### src/rtl/a_bus_cycle_ctrl.sv
// a_bus_cycle_ctrl -- Bus-A access sequencer.
//   Arbitrates Bus-A between DMA (priority) and CPU, latches the winner's
//   address/data, and times each access from the decoder's mem_speed class.
// Ports:
//   clk, reset            master clock, synchronous active-high reset
//   memsel                FastROM enable, selects MEM_VAR length
//   cpu_* / dma_*         requester handshakes (req, addr, write, wdata, ack)
//   a_addr, a_wdata       latched bus address / write data
//   a_read, a_write       registered strobes, high for cnt 2..len-1
//   mem_speed, a_rdata    decoder classification and read data
//   rdata                 captured read data (held until the next read)
//   busy, dma_owner       access in progress / current-or-last owner is DMA

package bus_pkg;
    typedef enum logic [1:0] {MEM_FAST, MEM_SLOW, MEM_XSLOW, MEM_VAR} mem_speed_type;
endpackage

module a_bus_cycle_ctrl
    import bus_pkg::*;
#(
    parameter int FAST_LEN  = 6,
    parameter int SLOW_LEN  = 8,
    parameter int XSLOW_LEN = 12
) (
    input  logic          clk,
    input  logic          reset,
    input  logic          memsel,
    input  logic          cpu_req,
    input  logic [23:0]   cpu_addr,
    input  logic          cpu_write,
    input  logic [7:0]    cpu_wdata,
    output logic          cpu_ack,
    input  logic          dma_req,
    input  logic [23:0]   dma_addr,
    input  logic          dma_write,
    input  logic [7:0]    dma_wdata,
    output logic          dma_ack,
    output logic [23:0]   a_addr,
    output logic [7:0]    a_wdata,
    output logic          a_read,
    output logic          a_write,
    input  mem_speed_type mem_speed,
    input  logic [7:0]    a_rdata,
    output logic [7:0]    rdata,
    output logic          busy,
    output logic          dma_owner
);

    typedef enum logic {IDLE, ACCESS} state_t;

    state_t     state, state_next;
    logic [3:0] cnt, cnt_next;
    logic [3:0] len_q, len_map, len_eff;
    logic       dir_q;
    logic       last, arb, grant_dma, grant_cpu;
    logic       strobe_next, ack_next;

    always_comb begin
        len_map = 4'(SLOW_LEN);
        case (mem_speed)
            MEM_FAST:  len_map = 4'(FAST_LEN);
            MEM_SLOW:  len_map = 4'(SLOW_LEN);
            MEM_XSLOW: len_map = 4'(XSLOW_LEN);
            MEM_VAR:   len_map = memsel ? 4'(FAST_LEN) : 4'(SLOW_LEN);
            default:   len_map = 4'(SLOW_LEN);
        endcase
    end

    // len_q is only loaded at the end of cnt=0, so that cycle uses the live decode.
    always_comb begin
        len_eff    = (cnt == 4'd0) ? len_map : len_q;
        last       = (state == ACCESS) && (cnt == len_eff - 4'd1);
        arb        = (state == IDLE) || last;
        grant_dma  = arb && dma_req;
        grant_cpu  = arb && !dma_req && cpu_req;
        state_next = state;
        cnt_next   = cnt + 4'd1;
        if (arb) begin
            cnt_next   = 4'd0;
            state_next = (grant_dma || grant_cpu) ? ACCESS : IDLE;
        end
        // Strobes/ack are registered, so decode against the cycle being entered.
        // Both only fire for cnt_next >= 2, by which point len_q is valid.
        strobe_next = !arb && (state == ACCESS) && (cnt_next >= 4'd2) &&
                      (cnt_next <= len_q - 4'd1);
        ack_next    = !arb && (state == ACCESS) && (cnt_next == len_q - 4'd1);
    end

    always_ff @(posedge clk) begin
        if (reset) begin
            state <= IDLE;
            cnt   <= 4'd0;
        end else begin
            state <= state_next;
            cnt   <= cnt_next;
        end
    end

    always_ff @(posedge clk) begin
        if (reset) begin
            a_addr    <= 24'h0;
            a_wdata   <= 8'h00;
            dir_q     <= 1'b0;
            dma_owner <= 1'b0;
            len_q     <= 4'(SLOW_LEN);
            a_read    <= 1'b0;
            a_write   <= 1'b0;
            cpu_ack   <= 1'b0;
            dma_ack   <= 1'b0;
            rdata     <= 8'h00;
        end else begin
            if (grant_dma) begin
                a_addr    <= dma_addr;
                a_wdata   <= dma_wdata;
                dir_q     <= dma_write;
                dma_owner <= 1'b1;
            end else if (grant_cpu) begin
                a_addr    <= cpu_addr;
                a_wdata   <= cpu_wdata;
                dir_q     <= cpu_write;
                dma_owner <= 1'b0;
            end
            if (state == ACCESS && cnt == 4'd0)
                len_q <= len_map;
            a_read  <= strobe_next && !dir_q;
            a_write <= strobe_next && dir_q;
            cpu_ack <= ack_next && !dma_owner;
            dma_ack <= ack_next && dma_owner;
            if (last && !dir_q)
                rdata <= a_rdata;
        end
    end

    assign busy = (state == ACCESS);

endmodule
### config.mk
export PLATFORM = sky130hd
export DESIGN_NAME = a_bus_cycle_ctrl
export DESIGN_NICKNAME = d
export VERILOG_FILES = /design/src/rtl/a_bus_cycle_ctrl.sv
export SDC_FILE = /design/constraint.sdc
export NUM_CORES = 1
export LEC_CHECK = 0
export BUFFER_PORTS_ARGS = -buffer_cell sky130_fd_sc_hd__clkbuf_2
export CAP_MARGIN = 20
export CORE_ASPECT_RATIO = 1.4
export CORE_UTILIZATION = 47
export CTS_CLUSTER_DIAMETER = 150
export DETAILED_ROUTE_END_ITERATION = 10
export HOLD_SLACK_MARGIN = 0.05
export PLACE_DENSITY_LB_ADDON = 0.3
export SLEW_MARGIN = 20
export SYNTH_ARGS = -nofsm -noshare
export SYNTH_HDL_FRONTEND = slang
export SYNTH_SLANG_ARGS = --single-unit
export TNS_END_PERCENT = 20
### constraint.sdc
create_clock -name clk -period 4.5 [get_ports clk]
set_input_delay 0.225 -clock clk [delete_from_list [all_inputs] [get_ports clk]]
set_output_delay 0.225 -clock clk [all_outputs]
set_load 0.01 [all_outputs]
# [Word level (Yosys, flattened, before mapping)]
# Index checks and enable logic that the tools add are counted.
# W data, S select, Z words.
[totals] regBits=55 input_bits=81 out_inout_bits=46 word_cells=59
[op_classes] addsub=3 n_lt_le_gt_ge=2 n_eq_ne=5 n_mux=13 bitwise=1 n_reduce_logical=23
[ops] cell="$mux W24" count=2
[ops] cell="$mux W8" count=2
[ops] cell="$pmux W4 S4" count=1
[ops] cell="$logic_and A1 B1 Y1" count=14
[ops] cell="$mux W4" count=3
[ops] cell="$eq A4 B4 Y1" count=2
[ops] cell="$sub A4 B1 Y4 const B" count=2
[ops] cell="$mux W1" count=5
[ops] cell="$add A4 B1 Y4 const B" count=1
[ops] cell="$eq A2 B2 Y1 const B" count=2
[ops] cell="$ge A4 B2 Y1 const B" count=1
[ops] cell="$le A4 B4 Y1" count=1
[ops] cell="$logic_not A1 Y1" count=4
[ops] cell="$logic_not A4 Y1" count=1
[ops] cell="$eq A2 B1 Y1 const B" count=1
[ops] cell="$logic_not A2 Y1" count=1
[ops] cell="$logic_or A1 B1 Y1" count=2
[ops] cell="$reduce_bool A2 Y1" count=1
[ops] cell="$not A1 Y1" count=1

# [Longest topological paths before layout]
# Gate-level depths: netlist of run 1.
[logic_depth] ltp_word=12 ltp_mapped=17 ltp_nobuf=17

# [Least setup slack after synthesis of run 1]
# Ideal clock, no wire load.
[synth_timing] path_type="register to register" from="register cnt[0]" to="register a_read" setup_time_ps=80 t_arrival_ps=3249 t_required_ps=4420 setup_slack_ps=1171 path_stages_with_launch=18 path_buffers=0 period_less_slack_ps=3329 cell_sequence="dfxtp_1 > inv_1 > ha_1 > or3b_4 > nand2_1 > nand2_1 > ha_1 > xor2_1 > nand2_1 > and4b_1 > o21ai_2 > nand2_1 > nor2_1 > ha_1 > a31o_2 > a21oi_1 > o22ai_1 > nor3_1"
[synth_between] elab_chain_len=11 elab_cells_between_ends=15 cone_classes="add/sub (2); order compare (2); eq/ne (1); mux (2); reduce/logical (8)"
[synth_rtl] item="start: declaration" line="52" text="logic [3:0] cnt, cnt_next;"
[synth_rtl] item="start signal: assignment" line="95" text="cnt <= cnt_next;"
[synth_rtl] item="$logic_not A4 Y1" line="71" text="len_eff = (cnt == 4'd0) ? len_map : len_q;"
[synth_rtl] item="$mux W4" line="71"
[synth_rtl] item="$sub A4 B1 Y4" line="72" text="last = (state == ACCESS) && (cnt == len_eff - 4'd1);"
[synth_rtl] item="$eq A4 B4 Y1" line="72"
[synth_rtl] item="$logic_and A1 B1 Y1" line="72"
[synth_rtl] item="$logic_or A1 B1 Y1" line="73" text="arb = (state == IDLE) || last;"
[synth_rtl] item="$mux W4 *" line="78" text="if (arb) begin"
[synth_rtl] item="named net cnt_next[2]" line="52"
[synth_rtl] item="$ge A4 B2 Y1" line="84" text="strobe_next = !arb && (state == ACCESS) && (cnt_next >= 4'd2) &&"
[synth_rtl] item="$logic_and A1 B1 Y1" line="84"
[synth_rtl] item="$logic_and A1 B1 Y1 *" line="84"
[synth_rtl] item="$logic_and A1 B1 Y1 *" line="125" text="a_read <= strobe_next && !dir_q;"
[synth_rtl] item="end signal: assignment" line="125"
[synth_rtl] item="end: declaration" line="40" text="output logic a_read,"
# Mark *: on every way through the listed nets, which the timed path passes. The rest lies on a longest branch.
# A chain may end at the register's enable or synchronous reset.

# [Worst setup path after layout of run 1]
# Same ends and word-level chain as after synthesis.

==> results of run 1 <==
sequential cells by signal (all words and copies together) (netlist names):
signal / count
a_addr: 24
a_wdata: 8
rdata: 8
cnt: 4
len_q: 3
a_read: 1
a_write: 1
busy: 1
cpu_ack: 1
dir_q: 1
dma_ack: 1
dma_owner: 1
power by group through the flow:
stage	sequential, mW	combinational [mW]	clock, mW
after floorplan	0.556	0.135	0
after global placement	0.546	0.231	0
after detailed placement	0.546	0.239	0
after CTS	0.536	0.239	0.271
after global routing	0.541	0.263	0.291
final	0.536	0.237	0.265
area by class of cell:
type	instances	area, um2	share of cell area [%]
clock buffers	6	82.58	2.399
inverters	17	63.81	1.854
multi-input cells	221	1476	42.89
flip-flops and latches	54	1081	31.41
well taps	68	85.08	2.472
repair buffers	129	653.1	18.97
metal layers:
layer | routed length (um) | track usage, % | vias to the layer above
met1 | 2774 | 26.26 | 1272
met4 | 155 | 10.11 | 0
met5 | 0 | 0 | -
li1 | - | - | 1343
met2 | 3679 | 43.62 | 86
met3 | 376 | 4.353 | 14
worst paths after layout:
kind	to	cells after the start	slack (ps)
hold / removal	a_addr[20]	3	150
hold reg to reg	a_read	1	430
setup reg to reg	a_read	17	770
setup / recovery	a_read	17	770
cell families (layout without fill, tap and decap cells):
family	count (synthesis)	count (layout)	synth area share, %
compound gates	93	93	29.60
xor+xnor	6	6	1.927
fa+ha+maj	6	6	2.753
buf+inv	35	152	6.195
flops	54	54	39.65
mux	8	8	2.937
simple gates	108	108	16.94
Yosys cell counts (3+ instances only):
library cell / instances / area, um2
dfxtp_1: 54 / 1081
nor2_1: 81 / 304.0
clkbuf_1: 11 / 41.29
ha_1: 6 / 75.07
o21ai_0: 5 / 25.02
inv_1: 17 / 63.81
o221a_1: 20 / 225.2
o21a_1: 28 / 210.2
o221a_2: 6 / 67.56
nand3_1: 5 / 25.02
nand2_1: 9 / 33.78
a21oi_1: 9 / 45.04
a32o_1: 3 / 30.03
xnor2_1: 4 / 35.03
a221oi_1: 4 / 35.03
mux2i_1: 8 / 80.08
buf_6: 4 / 45.04
per-stage QoR:
stage	setup WS, ps	cells	power, mW	utilization [%]	hold slack, ps
after global routing	409.5	495	1.096	61.85	140.6
final	770.5	495	1.039	61.85	150.2
after floorplan	1171	310	0.6909	-	368.9
after CTS	802.6	495	1.046	61.85	146.0
after global placement	966.2	489	0.7768	60.36	421.3
after detailed placement	826.8	489	0.7846	60.36	413.7
worst max-delay path: stages (launching register included):
cell and delay [ps]:
dfxtp_1 440, inv_1 90, ha_1 210, nor3b_2 170
o21ai_1 240, nand2_1 100, ha_1 310, xor2_1 140
nand2_1 100, and4b_1 240, o21ai_2 340, nand2_1 230
nor2_1 150, ha_1 260, a31o_2 240, a21oi_1 150
o22ai_1 120, nor3_1 130
==> qor.yml, run 1 <==
clocking:
  cts_resized: 0
  htree_levels: 2
  path_clk_slew_ps: 90
  cts_buffers: 5
  clockBufferDepth: 2
  post-cts-setup-buffer-count: 0
  clk_latency_ps: 300
  hold_buffers: 0
  clkSinkCount: 54
  cts_tree: "done"
  cts-root-buf: "clkbuf_8"
sta:
  slew_viol_final: 0
  rsz0062_at_grt: "no"
  fin_crit_sh_pct: 82.88
  finalSetupViolations: 0
  worst_pin_slew_ps: 944.4
  fmax_mhz: 268.1
  finalSetupTns_ps: 0
  max_slew_margin_pct: 37.04
  fin_skew_ps: 9.798
  period_minus_slack_ps: 3729
  hold_violations: 0
floorplan:
  ios: 127
  rows: 32
  die-height_um: 92.12
  die_w_um: 66.37
  die_area_um2: 6114
  start_util_pct: 48.99
  design.core.area_um2: 5565
global_route:
  gr-total-overflow: 0
  grt_max_degree: 48
  grt_pass1_wl_um: 11440
  grt_pass1_vias: 2654
  grt_antenna_before_repair: 0
  grt_util_all_layers_pct: 23.98
routing:
  wl_per_cell_um: 14.11
  drc_errors: 0
  initialDrtViolationCount: 89
  avgViaCountPerCell: 5.485
  dr.pass1.iters: 4
  antenna_left: 0
  dr_total_vias: 2715
  totalWireLength_um: 6985
setup_path:
  crit_type: "reg2reg"
  crit_arrival_ps: 3950
  crit_start: "cnt[0]"
  critPathLaunchType: "flop"
  crit_fanout: 8
  worstSetupEndpointType: "flop"
  required_ps: 4720
  regToRegStartpoint: "cnt[0]"
placed_design:
  portBuffers: 126
  placed_cell_area_um2: 3359
  finalWeightedCongestion: 0.8974
  dp_hpwl_um: 5096
synth:
  postSynthAreaPerCell_um2: 8.795
  seq_area_frac_synth_pct: 39.65
  yosysWarnings: 0
  synthCells: 310
  async_reset_ff_share_pct: 0
  syn_nets: 397
  synth_cell_types: 47
  ys_ff_latch: 54
  synth_edf_count: 0
  syn_area_um2: 2726
  ys_dominant_reg_cell: "dfxtp_1"
power:
  powerDensity_nw_per_um2: 301.9
  p_sw_share_pct: 28.33
  netSwitchingPower_mw: 0.2944
  comb_power_share_pct: 22.9
  ir_worst_vdd_v: 0.0001660
  power_frac_seq_pct: 51.6
  leakage_nw: 1.677
  pwr-share-clk_pct: 25.5
  p_int_mw: 0.7446
layout:
  n_fill_cell: 518
  drive_gt1_share_pct: 35.36
  fin_area_um2: 3442
  final_cell_mix: "clkbuf_2 (126), nor2_1 (81), dfxtp_1 (54)"
  n_antenna_cell: 0
  fin_nets: 515
  final_common_cell: "clkbuf_2"
  area_growth_pct: 26.25
min_path:
  hold_class: "in2reg"
  min_from: "cpu_addr[20]"
status:
  status: "finished, final reports clean"
flow_run:
  cap_violations: 0
(Power assumes the default switching activity.)
==> run 2: changes to the inputs <==
- ABC_AREA: not set -> 1
- CORE_UTILIZATION: 47 -> 42
- clock period: 4.5 -> 3.2 ns (I/O delays scaled with it)
==> run 2 against run 1 <==
Effect of this change:
- critical path type unchanged
- register-to-register slack lost 380 ps
- setup slack got worse by 380 ps
- sequential cell count unchanged
- core utilization fell by 6.0 points
- via count increased by 6.9%
- global-route usage decreased by 4.8 points
- critical path depth grew 4
- final area up 1.4%
==> qor.yml, run 2 <==
clocking:
  htree_levels: 2
  cts_buffers: 5
  cts_tree: "done"
  clkSinkCount: 54
  path_clk_slew_ps: 100
  clk_latency_ps: 300
  cts_resized: 0
  post-cts-setup-buffer-count: 0
  cts-root-buf: "clkbuf_8"
  hold_buffers: 0
  clockBufferDepth: 2
layout:
  n_antenna_cell: 0
  fin_util_pct: 55.82
  drive_gt1_share_pct: 28.25
  n_fill_cell: 612
  fin_nets: 617
  largest_register: "a_addr"
  reg_top3: "a_addr: 24 flops, a_wdata: 8 flops, rdata: 8 flops"
  multi_input_area_um2: 1365
  final_cell_mix: "nand2_1 (127), clkbuf_2 (126), nor2_1 (69)"
  fin_area_um2: 3491
  final_common_cell: "nand2_1"
  area_growth_pct: 28.22
  ff_latch_area_um2: 1084
  largest_reg_flops: 24
setup_path:
  crit_fanout: 13
  crit_arrival_ps: 3060
  slowest_stage: "dfxtp_2"
  cpMostUsedCell: "nand2_1"
  path_buf_inv: 3
  crit_type: "reg2reg"
  reg2reg_setup_slack_ps: 390
  crit_family: "simple AND/OR/NAND/NOR gates"
  regToRegStartpoint: "cnt[0]"
  worstRegToRegCells: 21
  critPathLaunchType: "flop"
  worst_r2r_endpoint: "a_write"
  required_ps: 3450
  cpPeakStageDelay_ps: 360
  cp_cell_sequence: "inv_1 > ha_1 > nand2_1 > nor2_2 > nand2_1 > nand2_2 > ha_1 > o21ai_0 > a21oi_1 > nand3_4 > nand2_8 > inv_1 > nand2_1 > inv_1 > ha_1 > nand2_1 > nor2_1 > nand3_1 > nand2_1 > nand2_1 > nor2_1"
  worstSetupEndpointType: "flop"
global_route:
  gr-total-overflow: 0
  grt_util_all_layers_pct: 19.21
  grt_max_degree: 62
  grt_pass1_wl_um: 10930
  grt_pass1_vias: 2674
  grt_antenna_before_repair: 0
placed_design:
  placed_cell_area_um2: 3371
  finalWeightedCongestion: 0.8897
  dp_hpwl_um: 4866
  portBuffers: 126
sta:
  period_minus_slack_ps: 2813
  hold_violations: 0
  fin_skew_ps: 8.217
  worst_pin_slew_ps: 1036
  max_slew_margin_pct: 30.92
  finalSetupTns_ps: 0
  rsz0062_at_grt: "no"
  fmax_mhz: 355.5
  finalSetupViolations: 0
  fin_crit_sh_pct: 87.91
  slew_viol_final: 0
  whs_ps: 102.9
floorplan:
  ios: 127
  die-height_um: 97.27
  start_util_pct: 43.54
  design.core.area_um2: 6254
  die_area_um2: 6813
  die_w_um: 70.05
  rows: 34
min_path:
  min_from: "a_rdata[7]"
  hold_class: "in2reg"
  min_path_cells: 3
  hold_end: "rdata[7]"
routing:
  antenna_left: 0
  totalWireLength_um: 6337
  avgViaCountPerCell: 4.814
  drc_errors: 0
  dr_total_vias: 2903
  wl_per_cell_um: 10.51
  initialDrtViolationCount: 131
  dr.pass1.iters: 5
power:
  total_power_mw: 1.566
  powerDensity_nw_per_um2: 448.5
  ir_worst_vdd_v: 0.0003068
  leakage_nw: 1.883
synth:
  ys_dominant_reg_cell: "dfxtp_1"
  synth.most_common_cell: "nand2_1"
  ys_top_cells_by_count: "nand2_1 (127), nor2_1 (69), dfxtp_1 (54), inv_1 (44), a21oi_1 (42)"
  synth_top_area_share_pct: 39.71
  async_reset_ff_share_pct: 0
  synth_cell_types: 29
  synthCells: 416
  synth_area_leaders: "dfxtp_1 (40%), nand2_1 (18%), nor2_1 (9.5%), a21oi_1 (7.7%), inv_1 (6.1%)"
  syn_area_um2: 2723
  syn_nets: 503
  synth_edf_count: 0
  seq_area_frac_synth_pct: 39.71
  yosysWarnings: 0
  postSynthAreaPerCell_um2: 6.545
  synth_largest_area_cell: "dfxtp_1"
  ys_ff_latch: 54
flow_run:
  cap_violations: 0
status:
  status: "finished, final reports clean"
-- run 2: changes by cell type in the layout (fill, tap and decap cells not counted), sizes merged, moves of 3 or more --
cell,change
a21oi,+32
a221oi,-4
a32o,-3
clkinv,+3
inv,+28
mux2i,-8
nand2,+124
nand3,+14
nand4,+3
nor2,-9
o21a,-28
o21ai,-3
o221a,-26
-- run 2: layout make-up --
cell class / instances / share of cell area (%)
Inverter: 46 / 4.946
Timing Repair Buffer: 128 / 19.21
Clock buffer: 5 / 1.971
Clock inverter: 3 / 1.147
Multi-Input combinational cell: 295 / 39.10
Tap cell: 72 / 2.581
Sequential cell: 54 / 31.04
-- run 2: cell families (layout without fill, tap and decap cells) --
group / count (synthesis) / after routing / synth area share (%)
AND/OR/NAND/NOR: 231 / 231 / 34.79
buffers and inverters: 67 / 182 / 10.75
flip-flops: 54 / 54 / 39.71
AO/OA/AOI/OAI: 53 / 53 / 10.39
adder cells (fa/ha/maj): 6 / 6 / 2.757
XOR/XNOR: 5 / 5 / 1.609
-- run 2: worst register-to-register path: cells and delay by family (launching register included) --
kind	cells	cell delay (ps)
AOI/OAI and AO/OA	2	300
adders and majority gates	3	780
buffers and inverters	3	160
DFF	1	360
and+or+nand+nor	13	1160
-- run 2: worst max-delay path by stage --
stage	startpoint	to	cells past startpoint
final	cnt[0]	a_write	21
after detailed placement	cnt[0]	a_write	21
after global routing	cnt[0]	a_read	21
after CTS	cnt[0]	a_write	21
after floorplan	cnt[0]	a_write	22
after global placement	cnt[0]	a_write	21
-- run 2: layer usage --
layer	part of all wire, %	vias to the layer above	track usage (%)
met4	1.9	0	6.923
met2	53	82	36.61
met5	0	-	0
li1	-	1507	-
met1	40	1303	20.39
met3	5.3	11	3.734
-- run 2: per-stage QoR --
| stage | setup slack, ps | cells |
|---|---|---|
| after floorplan | 364.4 | 416 |
| after global placement | 444.2 | 595 |
| after detailed placement | 359.8 | 595 |
| after CTS | 342.8 | 603 |
| after global routing | 2.665 | 603 |
| final | 386.8 | 603 |
-- run 2: where the power goes --
group	internal [mW]	total (mW)	switching, mW	leakage [nW]
Combinational	0.156	0.372	0.217	1.38
Sequential	0.722	0.752	0.0305	0.444
Clock	0.230	0.441	0.211	0.0579
Total	1.11	1.57	0.458	1.88
==> run 3: changes to the inputs <==
- CORE_ASPECT_RATIO: 1.4 -> 0.8
- SLEW_MARGIN: 20 -> not set
==> run 3 against run 2 <==
Effect of this change:
- cell count up 2.0%
- core utilization rose by 1.8 points
- critical endpoint is now a_read
- setup slack lost 85 ps
- clock power is 12% lower
- via count down 2.2%
- first-iteration DRC count down 8.4%
- sequential power barely moved
==> qor.yml, run 3 (synthesized netlist as in run 2, its figures left out) <==
routing:
  dr_total_vias: 2838
  initialDrtViolationCount: 120
  avgViaCountPerCell: 4.615
  wl_per_cell_um: 10.92
  totalWireLength_um: 6715
  antenna_left: 0
  dr.pass1.iters: 4
  drc_errors: 0
sta:
  slew_viol_final: 0
  hold_violations: 0
  fmax_mhz: 345.0
  period_minus_slack_ps: 2898
  max_slew_margin_pct: 55.22
  finalSetupTns_ps: 0
  finalSetupViolations: 0
  fin_crit_sh_pct: 90.58
  fin_skew_ps: 4.299
  worst_pin_slew_ps: 671.6
  worst_slack_ps: 301.5
setup_path:
  crit_arrival_ps: 3150
  required_ps: 3450
  critPathLaunchType: "flop"
  worstSetupEndpointType: "flop"
  reg2reg_setup_slack_ps: 300
  crit_type: "reg2reg"
  crit_fanout: 13
power:
  pwr-share-clk_pct: 25.5
  netSwitchingPower_mw: 0.4636
  p_int_mw: 1.054
  ir_worst_vdd_v: 0.0002892
  power_frac_seq_pct: 49.5
  powerDensity_nw_per_um2: 434.0
  comb_power_share_pct: 25.0
  leakage_nw: 1.881
  p_sw_share_pct: 30.56
layout:
  fin_nets: 620
  drive_gt1_share_pct: 28.28
  final_cell_mix: "nand2_1 (127), clkbuf_2 (126), nor2_1 (69)"
  reg_top3: "a_addr: 24 flops, a_wdata: 8 flops, rdata: 8 flops"
  n_fill_cell: 615
  largest_reg_flops: 24
  n_antenna_cell: 0
  largest_register: "a_addr"
  final_common_cell: "nand2_1"
  area_growth_pct: 28.40
clocking:
  cts_buffers: 5
  clockBufferDepth: 2
  clk_latency_ps: 300
  cts_tree: "done"
  path_clk_slew_ps: 90
  htree_levels: 2
  hold_buffers: 0
  cts-root-buf: "clkbuf_8"
  clkSinkCount: 54
floorplan:
  start_util_pct: 44.87
  design.core.area_um2: 6068
  die-height_um: 74.02
  die_w_um: 92.02
  rows: 25
  ios: 127
  die_area_um2: 6810
global_route:
  gr-total-overflow: 0
  grt_pass1_wl_um: 10760
  grt_pass1_vias: 2431
  grt_antenna_before_repair: 0
  grt_util_all_layers_pct: 19.75
  grt_max_degree: 36
placed_design:
  dp_hpwl_um: 5183
  portBuffers: 126
  finalWeightedCongestion: 0.8853
  post-place-ws_ps: 330.5
min_path:
  hold_class: "in2reg"
status:
  status: "finished, final reports clean"
flow_run:
  cap_violations: 0
-- run 3: cell types whose count changed in the layout (fill, tap and decap cells not counted) --
cell and delta:
bufinv_16 -1, buf_12 -1, clkbuf_1 +1, a21oi_1 -1, clkbuf_8 +1, a21oi_2 +1, clkinv_2 -1, dfxtp_2 -2
buf_4 +4, dfxtp_1 +2
-- run 3: path summary, 6_finish.rpt --
path              start  cells after the start  endpoint
min          a_rdata[2]                      3  rdata[2]
max              cnt[1]                     22    a_read
min reg2reg    rdata[1]                      2  rdata[1]
max reg2reg      cnt[1]                     22    a_read
-- run 3: final cells by class --
class / instances / area [um2] / area share [%]
well taps: 81 / 101.3 / 2.899
repair buffers: 131 / 680.7 / 19.47
clock inverters: 1 / 5.005 / 0.1432
multi-input cells: 295 / 1369 / 39.16
flip-flops and latches: 54 / 1081 / 30.92
inverters: 46 / 172.7 / 4.939
clock buffers: 7 / 86.33 / 2.470
-- run 3: power by group through the flow --
| stage | clock network, mW | logic, mW | registers (mW) |
|---|---|---|---|
| detailed placement | 0 | 0.378 | 0.765 |
| floorplan | 0 | 0.224 | 0.782 |
| finish | 0.387 | 0.379 | 0.750 |
| CTS | 0.403 | 0.380 | 0.750 |
| global placement | 0 | 0.369 | 0.763 |
| global route | 0.428 | 0.432 | 0.757 |
-- run 3: stage by stage --
stage	instances	utilization, %	total power, mW	hold WS [ps]	instance area (um2)
floorplan	416	-	1.007	324.4	2723
global placement	607	55.90	1.132	418.8	3392
detailed placement	607	55.90	1.143	426.2	3392
CTS	615	57.40	1.532	95.76	3483
global route	615	57.61	1.617	110.7	3496
finish	615	57.61	1.517	102.7	3496
-- run 3: critical path: stages, from the launching register on --
cell,delay (ps)
dfxtp_1,390
inv_1,80
ha_1,210
nand2_1,90
nor2_2,40
nand2_1,120
nand2_2,70
ha_1,240
xnor2_1,180
nand3_1,100
nand2_1,110
nand3_4,130
nand2_8,130
inv_1,50
nand2_1,70
inv_1,50
ha_1,270
nand2_1,70
nor2_1,100
nand3_1,120
nand2_1,90
nand2_1,60
nor2_1,90
-- run 3: repair_timing --
item                       in CTS  in global routing
gates resized for setup         0                  2
buffers inserted                0                  0
setup endpoints to repair       0                  3
-- run 3: metal layers --
layer,track usage [%],part of all wire [%],up-vias
met5,0,0,-
met4,5.556,0.36,0
met3,6.748,8.3,2
met2,33.33,46,97
met1,24.37,45,1220
li1,-,-,1519
